File: config.mk
export PLATFORM = sky130hd
export DESIGN_NAME = axi3_line_refill
export DESIGN_NICKNAME = d
export VERILOG_FILES = /design/src/rtl/axi3_line_refill_pkg.sv /design/src/rtl/axi3_line_refill.sv
export SDC_FILE = /design/constraint.sdc
export NUM_CORES = 1
export LEC_CHECK = 0
export BUFFER_PORTS_ARGS = -buffer_cell sky130_fd_sc_hd__buf_4
export CAP_MARGIN = 20
export CORE_AREA = 2 2 166 168
export DETAILED_ROUTE_END_ITERATION = 16
export DIE_AREA = 0 0 168 170
export GPL_TIMING_DRIVEN = 0
export PLACE_DENSITY = 0.73
export SLEW_MARGIN = 20
export SYNTH_ARGS = -nofsm -noshare
export SYNTH_HDL_FRONTEND = slang
export SYNTH_SLANG_ARGS = --single-unit
export TNS_END_PERCENT = 1
File: constraint.sdc
create_clock -name clk -period 4.45 [get_ports clk]
set_input_delay 0 -clock clk [delete_from_list [all_inputs] [get_ports clk]]
set_output_delay 0 -clock clk [all_outputs]
set_load 0.02 [all_outputs]
File: src/rtl/axi3_line_refill_pkg.sv
// Shared types for the AXI3 read-refill path: address/data aliases, AXI3 read
// channel structs, burst/size encodings and the refill FSM state.
package axi3_line_refill_pkg;

    typedef logic [31:0] phys_t;
    typedef logic [31:0] uint32_t;

    typedef enum logic [1:0] {
        IDLE = 2'd0,
        ADDR = 2'd1,
        DATA = 2'd2,
        DONE = 2'd3
    } refill_state_t;

    localparam logic [1:0] AXI_BURST_INCR = 2'b01;
    localparam logic [1:0] AXI_BURST_WRAP = 2'b10;
    localparam logic [2:0] AXI_SIZE_4B    = 3'b010;

    // Master-driven AR fields plus the R-channel ready.
    typedef struct packed {
        logic       arvalid;
        phys_t      araddr;
        logic [3:0] arlen;
        logic [2:0] arsize;
        logic [1:0] arburst;
        logic [1:0] arlock;
        logic [3:0] arcache;
        logic [2:0] arprot;
        logic       rready;
    } axi3_rd_req_t;

    // Slave-driven AR ready plus the R-channel payload.
    typedef struct packed {
        logic       arready;
        logic       rvalid;
        uint32_t    rdata;
        logic [1:0] rresp;
        logic       rlast;
    } axi3_rd_resp_t;

endpackage

File: src/rtl/axi3_line_refill.sv
// Turns one cache-line refill (or uncached load) into a single AXI3 read burst,
// streaming each beat out for early restart and assembling the full line.
module axi3_line_refill
    import axi3_line_refill_pkg::*;
#(
    parameter int          LINE_WORDS = 8,
    parameter int          BUS_WIDTH  = 4,
    parameter int unsigned ARID       = 0,
    parameter bit          WRAP_MODE  = 1'b1,
    localparam int         IDX_W      = $clog2(LINE_WORDS)
) (
    input  logic                       clk,
    input  logic                       rst_n,
    input  logic                       req_valid,
    output logic                       req_ready,
    input  phys_t                      req_addr,
    input  logic                       req_uncached,
    output logic                       word_valid,
    output logic [IDX_W-1:0]           word_idx,
    output uint32_t                    word_data,
    output logic                       line_valid,
    output logic [LINE_WORDS*32-1:0]   line_data,
    output logic                       line_err,
    output logic [BUS_WIDTH-1:0]       arid,
    output axi3_rd_req_t               axi_req,
    input  axi3_rd_resp_t              axi_resp,
    input  logic [BUS_WIDTH-1:0]       rid
);

    refill_state_t                    state_q, state_d;
    phys_t                            araddr_q;
    logic [3:0]                       arlen_q;
    logic [2:0]                       arsize_q;
    logic [1:0]                       arburst_q;
    logic [IDX_W-1:0]                 idx_q;
    logic                             err_q;
    logic [LINE_WORDS-1:0][31:0]      line_q;

    logic                             accept;
    logic                             beat;
    phys_t                            line_base;
    phys_t                            word_addr;
    logic                             rid_unused;

    // Only one transaction is ever in flight, so the returned ID carries no information.
    assign rid_unused = ^{rid, axi_resp.rresp[0]};

    assign accept    = (state_q == IDLE) && req_valid;
    assign beat      = (state_q == DATA) && axi_resp.rvalid;
    assign line_base = req_addr & ~phys_t'(LINE_WORDS * 4 - 1);
    assign word_addr = {req_addr[31:2], 2'b00};

    always_comb begin
        state_d = state_q;
        unique case (state_q)
            IDLE:    if (req_valid) state_d = ADDR;
            ADDR:    if (axi_resp.arready) state_d = DATA;
            DATA:    if (axi_resp.rvalid && axi_resp.rlast) state_d = DONE;
            DONE:    state_d = IDLE;
            default: state_d = IDLE;
        endcase
    end

    always_ff @(posedge clk or negedge rst_n) begin
        if (!rst_n) begin
            state_q <= IDLE;
        end else begin
            state_q <= state_d;
        end
    end

    // AR fields are latched at accept and held, so they cannot move while arvalid is up.
    always_ff @(posedge clk or negedge rst_n) begin
        if (!rst_n) begin
            araddr_q  <= '0;
            arlen_q   <= '0;
            arsize_q  <= '0;
            arburst_q <= '0;
            idx_q     <= '0;
            err_q     <= 1'b0;
        end else if (accept) begin
            arsize_q <= AXI_SIZE_4B;
            err_q    <= 1'b0;
            if (req_uncached) begin
                araddr_q  <= word_addr;
                arlen_q   <= 4'd0;
                arburst_q <= AXI_BURST_INCR;
                idx_q     <= req_addr[2 +: IDX_W];
            end else if (WRAP_MODE) begin
                araddr_q  <= word_addr;
                arlen_q   <= 4'(LINE_WORDS - 1);
                arburst_q <= AXI_BURST_WRAP;
                idx_q     <= req_addr[2 +: IDX_W];
            end else begin
                araddr_q  <= line_base;
                arlen_q   <= 4'(LINE_WORDS - 1);
                arburst_q <= AXI_BURST_INCR;
                idx_q     <= '0;
            end
        end else if (beat) begin
            err_q <= err_q | axi_resp.rresp[1];
            // LINE_WORDS is a power of two, so the natural overflow is the wrap.
            idx_q <= idx_q + 1'b1;
        end
    end

    always_ff @(posedge clk or negedge rst_n) begin
        if (!rst_n) begin
            line_q <= '0;
        end else if (beat) begin
            line_q[idx_q] <= axi_resp.rdata;
        end
    end

    always_comb begin
        axi_req         = '0;
        axi_req.arvalid = (state_q == ADDR);
        axi_req.araddr  = araddr_q;
        axi_req.arlen   = arlen_q;
        axi_req.arsize  = arsize_q;
        axi_req.arburst = arburst_q;
        axi_req.rready  = (state_q == DATA);
    end

    assign arid       = BUS_WIDTH'(ARID);
    assign req_ready  = (state_q == IDLE);
    assign word_valid = beat;
    assign word_idx   = idx_q;
    assign word_data  = axi_resp.rdata;
    assign line_valid = (state_q == DONE);
    assign line_err   = (state_q == DONE) && err_q;
    assign line_data  = line_q;

endmodule

==> reports/results.tsv <==
stage	metric	value	unit
outcome	status	finished clean	
critical_path	CP delay by family, top	simple AND/OR/NAND/NOR gates	
die	row cnt	60	
final_layout	share of layout cells above drive strength 1	59.28	%
critical_path	slowest stage cell on the critical path	nor2_1	
job	max-cap violation count	0	
drt	WL/cell	19.37	um
die	total die area	28560	um^2
synthesis	FF+latch count, synth	295	
synthesis	yosys warns	0	
die	Starting Density	44.24	%
critical_path	Setup crit end kind	flip-flop	
grt	largest net degree at the start of global routing	98	
timing	Fmax achieved	392.3	MHz
placed_design	Final HPWL DP	21940	um
final_layout	most frequent cells in the layout	buf_4 (454), dfrtp_1 (295), mux2_2 (197), nand2_1 (98), dlygate4sd3_1 (72)	
cts	clk buf depth	3	
die	Core Area	26650	um^2
synthesis	synth unique cells	26	
timing	Tmin final	2.549	ns
critical_path	cell-by-cell trace of the critical path	inv_1 -> ha_1 -> nand3b_1 -> nor2_1 -> buf_2 -> mux2_2	
critical_path	CP peak stage delay	0.48	ns
synthesis	Post-Syn Area	11790	um^2
synthesis	post-synthesis sequential area ratio	62.61	%
drt	drt via density	4.773	
timing	number of setup violations in the final report	0	
grt	initial antenna violation count	0	
grt	gr usage total	21.98	%
critical_path	CP required	4.87	ns
timing	clk_skew	0.01936	ns
critical_path	Worst setup SP type	flip-flop	
drt	Vias	7956	
synthesis	synthesized instance count	777	
placed_design	routability cong.	0.7547	
power_and_ir_drop	Static Leak	9.003	nW
critical_path	critical path peak fanout	10	
placed_design	IO buf count	402	
power_and_ir_drop	Power Dens Cells	744.9	nW/um^2
drt	total length of routed wires	32290	um
synthesis	mean post-synth cell area	15.17	um^2
critical_path	cells on worst reg2reg path	6	
timing	Final Max Tran Viols	0	
drt	drt pass-1 iters	4	
critical_path	WP data arrival	2.97	ns
cts	CTS tree	built	
timing	Final Hold Viols	0	
final_layout	Syn-to-layout area delta	44.89	%
final_layout	Net count, final	1388	
die	Top-Level Pins	428	
drt	Residual DRC	0	
cts	CTS Buf Count	31	
critical_path	Reg2Reg Capture Point	line_data[77]$_DFFE_PN0P_	
cts	H-tree levels	1	
critical_path	worst r2r src	state_q[0]$_DFFE_PN0P_	
cts	Root Driver	clkbuf_16	
cts	clk_lat worst skew	0.55	ns
drt	initial DRC count	353	
timing	setup TNS	0	ns
final_layout	Antenna Cells	0	
min_path	Hold Path Class	in2async	
cts	total clock sinks	295	
placed_design	Setup WS pre-CTS	1.846	ns
timing	RSZ-0062 raised after global routing	false	
grt	vias in the first global route	8128	
grt	first-pass GRT wire length	48490	um
critical_path	WS Path Type	reg2reg	
die	Die Height	170	um
cts	clock-pin slew on the worst setup and hold paths	0.06	ns
timing	Tcrit/Tclk final	57.29	%
power_and_ir_drop	worst vdd ir	0.0004382	V
grt	grt total ovfl	0	
timing	Rel. slew slack	63.03	%
critical_path	Bufs and invs on worst path	2	
critical_path	R2R setup slack	1.90	ns
die	Die W	168	um
timing	Worst-Margin Slew	0.5526	ns
timing	Hold WS	0.08195	ns
drt	post-route ant nets	0	
final_layout	commonest non-fill, non-tap cell in the layout	buf_4	
timing	setup ws final	1.901	ns
-- sequential cells by signal, indices dropped and copies added, names as in the netlist --
signal and cells:
arsize_q 1, err_q 1, line_data 256, word_idx 3, state_q 2, araddr_q 30
arlen_q 1, arburst_q 1
-- timing repair --
action,4_1_cts,5_1_grt
setup endpoints to repair,0,0
buffers inserted,0,0
hold buffers,73,0
resized for setup,0,0
endpoints found under the hold margin,509,0
-- through the flow --
stage / total power [mW] / utilization, % / std cells / instance area (um^2)
after floorplan: 7.619 / - / 794 / 11850
after global placement: 10.14 / 57.40 / 1537 / 15300
after detailed placement: 10.29 / 57.74 / 1540 / 15390
after CTS: 12.81 / 64.10 / 1667 / 17080
after global routing: 13.34 / 64.10 / 1667 / 17080
final: 12.73 / 64.10 / 1667 / 17080
-- synthesized netlist by cell type, drive strengths merged --
| library cell | count | area, um^2 |
|---|---|---|
| a2bb2oi | 1 | 8.760 |
| nand3b | 1 | 7.510 |
| nand2 | 98 | 367.9 |
| dfrtp | 295 | 7382 |
| nand2b | 3 | 18.77 |
| o21ai | 4 | 20.02 |
| conb | 1 | 3.750 |
| inv | 5 | 18.77 |
| buf | 79 | 625.6 |
| a22oi | 1 | 7.510 |
| ha | 6 | 75.07 |
| xor2 | 2 | 17.52 |
| mux2 | 257 | 3119 |
| mux2i | 1 | 10.01 |
| nand3 | 2 | 10.01 |
| and2 | 2 | 12.51 |
| clkbuf | 7 | 26.28 |
| or3 | 2 | 12.51 |
| nor2 | 8 | 30.03 |
| a222oi | 1 | 10.01 |
| a31oi | 1 | 6.260 |
-- tightest hold or removal path, cell delays in order --
cell	delay (ns)
dlygate4sd3_1	0.58
buf_8	0.17
buf_16	0.27
-- power breakdown --
part	switching [mW]	internal, mW	leakage (nW)
clock	1.02	1.39	0.464
combinational	2.98	2.80	4.77
sequential	0.673	3.87	3.77
-- worst max-delay path by stage --
stage                           start                    endpoint  cells after the start  slack (ns)
2_1_floorplan  state_q[0]$_DFFE_PN0P_   line_data[32]$_DFFE_PN0P_                      7        2.37
4_1_cts        state_q[0]$_DFFE_PN0P_  line_data[105]$_DFFE_PN0P_                      6        1.83
3_5_place_dp   state_q[0]$_DFFE_PN0P_   line_data[90]$_DFFE_PN0P_                      6        1.85
3_3_place_gp                    rst_n    araddr_q[28]$_DFFE_PN0P_                      1        0.75
6_report       state_q[0]$_DFFE_PN0P_   line_data[77]$_DFFE_PN0P_                      6        1.90
5_1_grt        state_q[0]$_DFFE_PN0P_  line_data[110]$_DFFE_PN0P_                      6        1.70
-- final cells by class --
cell class	instances	area, um^2
fillers	1977	9568
flip-flops and latches	295	7382
repair buffers	478	3856
multi-input cells	408	3801
clock buffers	48	909.6
plain buffers	86	651.9
well taps	341	426.7
clock inverters	6	36.28
inverters	5	18.77
-- per-layer routing --
metal / up-vias / wire length [um] / track usage, %
met5: - / 0 / 0
met4: 0 / 863 / 6.389
met3: 55 / 2532 / 6.116
met2: 309 / 15720 / 37.33
li1: 3623 / - / -
met1: 3969 / 13170 / 27.62
-- kinds of logic after synthesis --
family          count (synthesis)  share of synthesized area (%)
flops                         295                          62.61
mux                           258                          26.54
simple gates                  116                          3.895
buf+inv                        91                          5.688
compound gates                  8                         0.4458
fa+ha+maj                       6                         0.6367
xor+xnor                        2                         0.1486
other cells                     1                        0.03181
No activity file was read; power rests on OpenSTA's default activity.
